[src/rtl/ps2_rx_ctrl.sv]
// rtl/ps2_rx_ctrl.sv - PS/2 receive controller: synchroniser, frame FSM with watchdog, scancode FIFO, register slave
module ps2_rx_ctrl #(
  parameter int FIFO_DEPTH     = 8,
  parameter int TIMEOUT_CYCLES = 100000
) (
  input  logic       clk,
  input  logic       reset_n,
  input  logic       s_cs_n,
  input  logic [1:0] s_address,
  input  logic       s_read,
  output logic [7:0] s_readdata,
  input  logic       s_write,
  input  logic [7:0] s_writedata,
  output logic       irq,
  input  logic       kc,
  input  logic       kd
);

  localparam int PTR_W = (FIFO_DEPTH > 1) ? $clog2(FIFO_DEPTH) : 1;
  localparam int CNT_W = PTR_W + 1;
  localparam int WD_W  = ($clog2(TIMEOUT_CYCLES) < 1) ? 1 : $clog2(TIMEOUT_CYCLES);
  localparam logic [WD_W-1:0]  WD_MAX   = WD_W'(TIMEOUT_CYCLES - 1);
  localparam logic [CNT_W-1:0] CNT_FULL = CNT_W'(FIFO_DEPTH);

  typedef enum logic [1:0] {ST_IDLE, ST_DATA, ST_PARITY, ST_STOP} state_t;

  // Synchronisers reset high so the line looks idle and no fall is seen after reset
  logic kc_s1, kc_s2, kc_prev, kd_s1, kd_s2;
  logic fall;

  always_ff @(posedge clk or negedge reset_n) begin
    if (!reset_n) begin
      kc_s1   <= 1'b1;
      kc_s2   <= 1'b1;
      kc_prev <= 1'b1;
      kd_s1   <= 1'b1;
      kd_s2   <= 1'b1;
    end else begin
      kc_s1   <= kc;
      kc_s2   <= kc_s1;
      kc_prev <= kc_s2;
      kd_s1   <= kd;
      kd_s2   <= kd_s1;
    end
  end

  assign fall = kc_prev & ~kc_s2;

  state_t            state, state_n;
  logic [7:0]        shift_reg;
  logic [2:0]        bitcnt;
  logic              parity_bit;
  logic [WD_W-1:0]   wd_cnt;
  logic              shift_en, bit_clr, par_cap, wd_clr, wd_inc;
  logic              frame_good, set_perr, set_ferr;

  logic              enable, irq_en;
  logic              ovf_flag, perr_flag, ferr_flag;
  logic [PTR_W-1:0]  wr_ptr, rd_ptr;
  logic [CNT_W-1:0]  count;
  logic [7:0]        mem [FIFO_DEPTH];
  logic              not_empty, full, pop, push, ovf_set;
  logic              bus_sel, wr_status, wr_ctrl;
  logic              unused_wdata;

  always_comb begin
    state_n    = state;
    shift_en   = 1'b0;
    bit_clr    = 1'b0;
    par_cap    = 1'b0;
    wd_clr     = 1'b0;
    wd_inc     = 1'b0;
    frame_good = 1'b0;
    set_perr   = 1'b0;
    set_ferr   = 1'b0;
    if (!enable) begin
      state_n = ST_IDLE;
      wd_clr  = 1'b1;
    end else if (state == ST_IDLE) begin
      wd_clr = 1'b1;
      if (fall) begin
        if (!kd_s2) begin
          state_n = ST_DATA;
          bit_clr = 1'b1;
        end else begin
          set_ferr = 1'b1;
        end
      end
    end else if (!fall) begin
      if (wd_cnt == WD_MAX) begin
        state_n  = ST_IDLE;
        set_ferr = 1'b1;
        wd_clr   = 1'b1;
      end else begin
        wd_inc = 1'b1;
      end
    end else begin
      wd_clr = 1'b1;
      case (state)
        ST_DATA: begin
          shift_en = 1'b1;
          if (bitcnt == 3'd7) state_n = ST_PARITY;
        end
        ST_PARITY: begin
          par_cap = 1'b1;
          state_n = ST_STOP;
        end
        default: begin
          state_n = ST_IDLE;
          if (!kd_s2)                        set_ferr   = 1'b1;
          else if (^{shift_reg, parity_bit}) frame_good = 1'b1;
          else                               set_perr   = 1'b1;
        end
      endcase
    end
  end

  always_ff @(posedge clk or negedge reset_n) begin
    if (!reset_n) begin
      state      <= ST_IDLE;
      shift_reg  <= 8'h00;
      bitcnt     <= 3'd0;
      parity_bit <= 1'b0;
      wd_cnt     <= '0;
    end else begin
      state <= state_n;
      if (bit_clr)       bitcnt <= 3'd0;
      else if (shift_en) bitcnt <= bitcnt + 3'd1;
      if (shift_en) shift_reg  <= {kd_s2, shift_reg[7:1]};
      if (par_cap)  parity_bit <= kd_s2;
      if (wd_clr)      wd_cnt <= '0;
      else if (wd_inc) wd_cnt <= wd_cnt + 1'b1;
    end
  end

  assign bus_sel   = ~s_cs_n;
  assign wr_status = bus_sel & s_write & (s_address == 2'd1);
  assign wr_ctrl   = bus_sel & s_write & (s_address == 2'd2);
  assign not_empty = (count != '0);
  assign full      = (count == CNT_FULL);
  assign pop       = bus_sel & s_read & (s_address == 2'd0) & not_empty;
  // A pop on the same edge frees the slot, so a full FIFO still accepts the byte
  assign push      = frame_good & (~full | pop);
  assign ovf_set   = frame_good & full & ~pop;
  assign unused_wdata = ^s_writedata[7:5];

  always_ff @(posedge clk) begin
    if (push) mem[wr_ptr] <= shift_reg;
  end

  always_ff @(posedge clk or negedge reset_n) begin
    if (!reset_n) begin
      wr_ptr    <= '0;
      rd_ptr    <= '0;
      count     <= '0;
      enable    <= 1'b1;
      irq_en    <= 1'b1;
      ovf_flag  <= 1'b0;
      perr_flag <= 1'b0;
      ferr_flag <= 1'b0;
      irq       <= 1'b0;
    end else begin
      if (push) wr_ptr <= wr_ptr + 1'b1;
      if (pop)  rd_ptr <= rd_ptr + 1'b1;
      if (push && !pop)      count <= count + 1'b1;
      else if (pop && !push) count <= count - 1'b1;
      if (wr_ctrl) begin
        enable <= s_writedata[0];
        irq_en <= s_writedata[1];
      end
      ovf_flag  <= (ovf_flag  & ~(wr_status & s_writedata[2])) | ovf_set;
      perr_flag <= (perr_flag & ~(wr_status & s_writedata[3])) | set_perr;
      ferr_flag <= (ferr_flag & ~(wr_status & s_writedata[4])) | set_ferr;
      irq <= irq_en & (not_empty | ovf_flag | perr_flag | ferr_flag);
    end
  end

  always_comb begin
    s_readdata = 8'h00;
    case (s_address)
      2'd0:    s_readdata = not_empty ? mem[rd_ptr] : 8'h00;
      2'd1:    s_readdata = {3'b000, ferr_flag, perr_flag, ovf_flag, full, not_empty};
      2'd2:    s_readdata = {6'b000000, irq_en, enable};
      default: s_readdata = 8'(count);
    endcase
  end

endmodule

[config.mk]
export PLATFORM = sky130hd
export DESIGN_NAME = ps2_rx_ctrl
export DESIGN_NICKNAME = d
export VERILOG_FILES = /design/src/rtl/ps2_rx_ctrl.sv
export SDC_FILE = /design/constraint.sdc
export NUM_CORES = 1
export LEC_CHECK = 0
export BUFFER_PORTS_ARGS = -buffer_cell sky130_fd_sc_hd__buf_2
export CORE_ASPECT_RATIO = 0.8
export CORE_MARGIN = 2
export CORE_UTILIZATION = 60
export CTS_BUF_LIST = sky130_fd_sc_hd__clkbuf_4 sky130_fd_sc_hd__clkbuf_8
export CTS_CLUSTER_SIZE = 28
export DETAILED_ROUTE_END_ITERATION = 8
export PLACE_DENSITY = 0.78
export SYNTH_ARGS = -nofsm -noshare
export SYNTH_HDL_FRONTEND = slang
export SYNTH_SLANG_ARGS = --single-unit
export TNS_END_PERCENT = 10
[constraint.sdc]
create_clock -name clk -period 6 [get_ports clk]
set_input_delay 0.3 -clock clk [delete_from_list [all_inputs] [get_ports clk]]
set_output_delay 0.3 -clock clk [all_outputs]
set_load 0.005 [all_outputs]
==> run metrics, run 1 <==
Total Power=2.14 mW; ANT cells=0; vias in the first global route=3051; Initial Util=61.0%; Setup Buffers After CTS=0; Multi-input gate area=1830 um^2; predominant post-synthesis flop cell=edfxtp_1; Slew HR=32.2%; final worst path period share=51.3%; register area share after synthesis=63.0%; Area Growth Syn to Fin=13.2%; row count=30; Synth Area in Compound Gates=2.80%; Synth warnings=0; max reg flops=64; first-pass GRT wire length=15.4 mm; clk sink count=116; R2R Path Start=state[0]; CTS Buffer Depth=2; FMAX=0.325 GHz; CTS tree=built; run status=finished, final reports clean; Max-cap violations=0; final WL=9.37 mm; Net Count, Synth=379; worst hold path cell count=2; First-pass DRT Iterations=4; final hold vios=0; reg2reg path depth=13; Die Height=86.7 um; vias per inst=5.70; crit-path max FO=9; Layout fillers=555; DR DRC count=0; Post-Syn Area=5130 um^2; critical path type=reg -> reg; Synth async-reset ratio=44.8%; nets@finish=415; Die X=107 um; Simple-Gate Fraction of Synth Area=10.8%; vias=2912; Tmin final=3.08 ns; maximum VDD drop=0.191 mV; Post-Syn Instances=350; multiplexer area fraction after synthesis=12.9%; Core Box Area=8410 um^2; HPWL Detailed=5.98 mm; crit path DAT=3.40 ns; synth unique cells=49; worst path required time=6.32 ns; die area=9310 um^2; Hold Path Origin=s_writedata[0]; FF+latch count, synth=116; post-synthesis xor/xnor area fraction=6.12%; crit start category=flip-flop; EDFF count, synth=64; num ports=26; Synth Area in Adders=3.07%; Clk pin slew, worst setup/hold paths=0.08 ns; tightest hold margin=0.0962 ns; crit path launch=state[0]; CTS Buf Count=17; Lkg Pwr=2.21 nW; setup violators final=0; syn avg cell area=14.7 um^2; initial antenna violation count=0; port bufs=22; Synth area leader=edfxtp_1; largest family of logic cells by synthesized area=multiplexers; Worst Tran Pin Value=1.02 ns; largest net degree at the start of global routing=53; Root Buffer=clkbuf_8; GRT Residual Overflow=0; CP Capture Type=flip-flop; top-area cell type share of the netlist area=37.5%; All-Layer GR Usage=22.6%; ANT nets after route=0; H-tree level count=4; most frequent cells in the layout=64 x edfxtp_1, 45 x dfrtp_1, 34 x nor2_1, 30 x nand2_1, 22 x buf_2; power per cell area=368 nW/um^2; Hold Path Class=in -> reg; share of layout cells above drive strength 1=24.6%; post_cts resized=0; commonest non-fill, non-tap cell in the layout=edfxtp_1; Fin Setup TNS=0 ns; RSZ-0062 raised after global routing=false; top post-synthesis cells by area=edfxtp_1 37%, dfrtp_1 22%, mux4_2 6.6%; drt wl/cell=18.3 um; clock latency at the later pin of the worst-skew pair=0.43 ns; Hold-fix buffers, CTS=3; DR iter-0 viols=197; final clock skew=0.0158 ns; gpl congestion=0.797; max-slew violation count=0; post-layout util=69.1%; FF+latch area=3230 um^2
[kinds of logic (layout without fill, tap and decap cells)]
logic type / count (synthesis) / after routing
multiplexers: 44 / 44
XOR/XNOR: 31 / 31
AND/OR/NAND/NOR: 109 / 109
adder cells (fa/ha/maj): 12 / 12
AO/OA/AOI/OAI: 22 / 22
buffers and inverters: 16 / 65
flip-flops: 116 / 116
[path summary, 6_finish.rpt]
check / end / slack [ns]
max in group asynchronous: wd_cnt[1] / 5.04
min: enable / 0.1
min reg2reg: kc_s2 / 0.36
max: count[3] / 2.92
max reg2reg: count[3] / 2.92
min in group asynchronous: count[2] / 0.52
[power breakdown]
part	internal, mW	switching (mW)	total, mW	leakage, nW
Clock	0.422	0.344	0.766	0.207
Sequential	0.896	0.111	1.01	1.26
Combinational	0.209	0.156	0.365	0.749
[cell usage after synthesis (3+ instances only)]
master and instances:
inv_1 6, o22ai_1 4, dfstp_2 7, nor4b_1 3, a21oi_1 5, nand2b_1 4
o21ai_0 5, edfxtp_1 64, xor2_1 15, nand3_1 7, nand2_1 30, xnor2_1 13
dfrtp_1 45, nand4_1 5, nor3_1 4, mux4_2 15, buf_2 6, nor2_1 34
clkbuf_1 3, mux2_2 12, mux2i_1 15, ha_1 11, and4_1 4
[routing by layer]
layer / up-vias / routed length [um] / GRT usage [%]
met5: - / 0 / 0
met4: 0 / 105 / 10.0
met3: 12 / 537 / 5.56
met2: 76 / 4750 / 37.6
met1: 1458 / 3980 / 28.5
li1: 1366 / - / -
[area by class of cell]
type	count	area share [%]
clock buffer	17	4.03
tap	112	2.41
multi-input combinational	218	31.5
timing repair buffer	27	2.67
sequential	116	55.6
inverter	6	0.388
clock inverter	15	3.34
[through the flow]
| stage | setup WS, ns | std cells | cell area, um^2 |
|---|---|---|---|
| floorplan | 3.20 | 350 | 5130 |
| finish | 2.92 | 511 | 5810 |
| CTS | 2.93 | 511 | 5810 |
| global route | 2.71 | 511 | 5810 |
| global placement | 3.03 | 476 | 5350 |
| detailed placement | 2.97 | 476 | 5350 |
[worst max-delay path, stage by stage, from the launching register on]
cell,delay [ns]
dfrtp_1,0.37
inv_1,0.09
ha_1,0.28
and4bb_2,0.44
o2111ai_1,0.20
mux2i_4,0.30
ha_1,0.24
inv_1,0.09
ha_1,0.28
a21o_1,0.17
a21oi_1,0.16
xnor2_1,0.13
nor2_1,0.07
xor2_1,0.14
Power figures use the tool's default switching activity.
==> inputs of run 2 (changes only) <==
==> constraint.sdc (replaced) <==
create_clock -name clk -period 3.1 [get_ports clk]
set_input_delay 0.155 -clock clk [delete_from_list [all_inputs] [get_ports clk]]
set_output_delay 0.155 -clock clk [all_outputs]
set_load 0.005 [all_outputs]
==> run metrics, run 2 (synthesis results as in run 1) <==
crit start category=flip-flop; CP Capture Type=flip-flop; Root Buffer=clkbuf_8; num ports=26; nets@finish=432; Max-cap violations=0; Clk pin slew, worst setup/hold paths=0.07 ns; First-pass DRT Iterations=4; Total Power=4.33 mW; final WL=9.47 mm; Core Box Area=8410 um^2; Fin Setup TNS=0 ns; Layout fillers=534; Worst Tran Pin Value=0.702 ns; final hold vios=0; power per cell area=722 nW/um^2; Area Growth Syn to Fin=16.9%; initial antenna violation count=0; Initial Util=61.0%; clock latency at the later pin of the worst-skew pair=0.43 ns; port bufs=22; placed insts=490; ANT nets after route=0; FMAX=0.344 GHz; largest net degree at the start of global routing=32; drt wl/cell=17.9 um; crit path DAT=3.22 ns; Die Height=86.7 um; tightest hold margin=0.00943 ns; Tmin final=2.91 ns; CTS tree=built; vias per inst=5.74; All-Layer GR Usage=22.7%; post-place setup slack=0.169 ns; Final Worst Setup Slack=0.195 ns; most frequent cells in the layout=64 x edfxtp_1, 45 x dfrtp_1, 34 x nor2_1, 30 x nand2_1, 22 x buf_2; final worst path period share=93.7%; Setup Buffers After CTS=0; vias in the first global route=2973; crit-path max FO=11; row count=30; CTS Buf Count=17; final clock skew=0.00974 ns; critical path type=reg -> reg; run status=finished, final reports clean; Slew HR=53.0%; RSZ-0062 raised after global routing=false; die area=9310 um^2; Die X=107 um; Lkg Pwr=2.32 nW; H-tree level count=4; max reg flops=64; vias=3031; clk sink count=116; commonest non-fill, non-tap cell in the layout=edfxtp_1; DR iter-0 viols=193; DR DRC count=0; Final Instance Count excl. Fillers=528; worst path required time=3.41 ns; maximum VDD drop=0.307 mV; GRT Residual Overflow=0; CTS Buffer Depth=2; gpl congestion=0.793; max-slew violation count=0; Hold Path Class=in -> reg; setup violators final=0; ANT cells=0; share of layout cells above drive strength 1=26.9%; first-pass GRT wire length=15.2 mm; HPWL Detailed=6.35 mm
[run 2: layout make-up]
class / instances / area, um^2 / share of cell area (%)
Sequential cell: 116 / 3230 / 53.9
Timing Repair Buffer: 44 / 290 / 4.84
Multi-Input combinational cell: 218 / 1840 / 30.6
Clock inverter: 14 / 234 / 3.90
Inverter: 6 / 22.5 / 0.376
Tap cell: 112 / 140 / 2.34
Clock buffer: 18 / 241 / 4.03
[run 2: worst paths after layout]
| path | from | endpoint | slack, ns | cells after the start |
|---|---|---|---|---|
| min | s_writedata[3] | perr_flag | 0.009 | 4 |
| max | shift_reg[1] | count[3] | 0.19 | 11 |
| max reg2reg | shift_reg[1] | count[3] | 0.19 | 11 |
| min reg2reg | kd_s1 | kd_s2 | 0.35 | 0 |
| max in group asynchronous | reset_n | bitcnt[0] | 2.03 | 3 |
| min in group asynchronous | reset_n | perr_flag | 0.31 | 2 |
[run 2: routing by layer]
| metal | wire, um | GRT usage (%) |
|---|---|---|
| met1 | 4150 | 29.5 |
| met2 | 4670 | 35.4 |
| met3 | 489 | 7.22 |
| met4 | 160 | 10.1 |
| met5 | 0 | 0 |
[run 2: repair_timing]
item,CTS,global route
gates resized for setup,0,2
setup endpoints to repair,0,1
endpoints found under the hold margin,28,0
hold buffers,6,0
[run 2: report_power, final]
part	switching, mW	internal, mW	total, mW
registers	0.135	1.74	1.87
logic	0.385	0.432	0.817
clock network	0.598	1.04	1.64
[run 2: metrics by stage]
step           util (%)  instance area (um^2)
2_1_floorplan         -                  5130
3_3_place_gp       64.9                  5460
3_5_place_dp       64.9                  5460
4_1_cts            71.3                  5990
5_1_grt            71.3                  6000
6_report           71.3                  6000
[run 2: worst max-delay path, cell delays in order (launching register included)]
cell     delay (ns)
dfrtp_1        0.56
xor2_1         0.19
xnor3_2        0.51
mux2i_4        0.22
ha_1           0.22
inv_1          0.12
ha_1           0.24
a21o_1         0.17
a21oi_1        0.18
xnor2_1        0.15
nor2_1         0.08
xor2_1         0.15
==> inputs of run 3 (changes only) <==
--- a/config.mk
+++ b/config.mk
@@ -6,13 +6,14 @@
 export NUM_CORES = 1
 export LEC_CHECK = 0
 export BUFFER_PORTS_ARGS = -buffer_cell sky130_fd_sc_hd__buf_2
-export CORE_ASPECT_RATIO = 0.8
+export CORE_ASPECT_RATIO = 2
 export CORE_MARGIN = 2
 export CORE_UTILIZATION = 60
 export CTS_BUF_LIST = sky130_fd_sc_hd__clkbuf_4 sky130_fd_sc_hd__clkbuf_8
 export CTS_CLUSTER_SIZE = 28
 export DETAILED_ROUTE_END_ITERATION = 8
 export PLACE_DENSITY = 0.78
+export REMOVE_ABC_BUFFERS = 1
 export SYNTH_ARGS = -nofsm -noshare
 export SYNTH_HDL_FRONTEND = slang
 export SYNTH_SLANG_ARGS = --single-unit
==> run metrics, run 3 (synthesis results as in run 1) <==
post-place setup slack=0.212 ns; cell breakdown of the critical path=or4b_4 > o2111ai_1 > mux2i_4 > ha_1 > inv_1 > ha_1 > a21o_1 > a21oi_1 > xnor2_1 > nor2_1 > xor2_1; Tmin final=2.90 ns; FMAX=0.344 GHz; final WL=9.74 mm; placed insts=478; crit-path max FO=6; H-tree level count=4; Hold Path Origin=s_writedata[4]; Die X=69.4 um; worst r2r dst=count[3]; crit start category=flip-flop; max-slew violation count=0; Area Growth Syn to Fin=15.5%; First-pass DRT Iterations=4; GRT Residual Overflow=0; CP Capture Type=flip-flop; most frequent cells in the layout=64 x edfxtp_1, 44 x dfrtp_1, 34 x nor2_1, 30 x nand2_1, 22 x buf_2; DP Area=5450 um^2; power per cell area=697 nW/um^2; max reg flops=64; Max stage delay on crit path=0.60 ns; clock latency at the later pin of the worst-skew pair=0.43 ns; final clock skew=0.00593 ns; Lkg Pwr=2.31 nW; row count=47; Fin Setup TNS=0 ns; DR iter-0 viols=196; Final Worst Setup Slack=0.195 ns; drt wl/cell=18.9 um; die area=9350 um^2; clk sink count=116; reg2reg path depth=11; CTS Buffer Depth=2; DR DRC count=0; commonest non-fill, non-tap cell in the layout=edfxtp_1; final instance area=5920 um^2; CTS tree=built; Total Power=4.13 mW; Slew HR=41.8%; ANT cells=0; share of layout cells above drive strength 1=27.3%; ANT nets after route=0; first-pass GRT wire length=15.9 mm; critical path's slowest cell=or4b_4; vias per inst=5.82; CP dominant cell by count=ha_1; setup violators final=0; Worst Tran Pin Value=0.874 ns; port bufs=22; All-Layer GR Usage=22.9%; CTS Buf Count=17; vias in the first global route=3300; HPWL Detailed=6.96 mm; nets@finish=433; Max-cap violations=0; Root Buffer=clkbuf_8; Final Instance Count excl. Fillers=515; crit path launch=count[1]; worst path required time=3.41 ns; crit path DAT=3.21 ns; num ports=26; Initial Util=61.9%; final hold vios=0; run status=finished, final reports clean; Core Box Area=8290 um^2; final worst path period share=93.7%; R2R Setup Slk=0.20 ns; Worst Setup EP=count[3]; Hold Path Class=in -> reg; largest net degree at the start of global routing=40; gpl congestion=0.807; critical path type=reg -> reg; R2R Path Start=count[1]; vias=2997; RSZ-0062 raised after global routing=false; Clk pin slew, worst setup/hold paths=0.06 ns; initial antenna violation count=0; maximum VDD drop=0.526 mV; Die Height=135 um
[run 3: critical path: cells and delay by family (launching register included)]
kind	cells	cell delay [ns]
simple gates	2	0.67
compound gates	3	0.66
fa+ha+maj	2	0.48
flops	1	0.46
xor+xnor	2	0.27
mux	1	0.13
buf+inv	1	0.12
[run 3: worst min-delay path by stage]
| stage | to | slack, ns | cells after the start |
|---|---|---|---|
| detailed placement | kd_s1 | 0.26 | 1 |
| global route | ferr_flag | 0.02 | 3 |
| global placement | kd_s1 | 0.26 | 1 |
| finish | ferr_flag | 0.03 | 3 |
| CTS | ferr_flag | 0.01 | 3 |
| floorplan | bitcnt[0] | -0.14 | 0 |
[run 3: stage by stage]
step	utilization [%]	hold WS, ns
finish	71.4	0.0262
global route	71.4	0.0216
CTS	71.4	0.0121
detailed placement	65.8	0.262
global placement	65.8	0.260
floorplan	-	-0.141
[run 3: final cells by class]
type	instances	area [um^2]
fill	539	2370
multi-input combinational	218	1830
inverter	6	22.5
clock inverter	9	128
clock buffer	23	292
timing repair buffer	45	295
sequential	116	3230
tap	98	123
[run 3: layer usage]
| metal | share of wire [%] | vias up | wire length (um) | track usage (%) |
|---|---|---|---|---|
| met5 | 0 | - | 0 | 0 |
| met2 | 58 | 58 | 5640 | 42.7 |
| met1 | 36 | 1518 | 3510 | 24.1 |
| li1 | - | 1400 | - | - |
| met3 | 3.4 | 21 | 334 | 5.67 |
| met4 | 2.6 | 0 | 255 | 9.80 |
[run 3: what timing repair did]
action                                  4_1_cts  5_1_grt
resized for setup                             0        1
hold buffers                                  5        0
buffers inserted                              0        0
hold endpoints to repair                     36        0
endpoints found under the setup margin        0        1
[run 3: where the power goes]
group          internal [mW]  switching, mW
Sequential              1.74          0.147
Clock                  0.870          0.563
Combinational          0.434          0.380
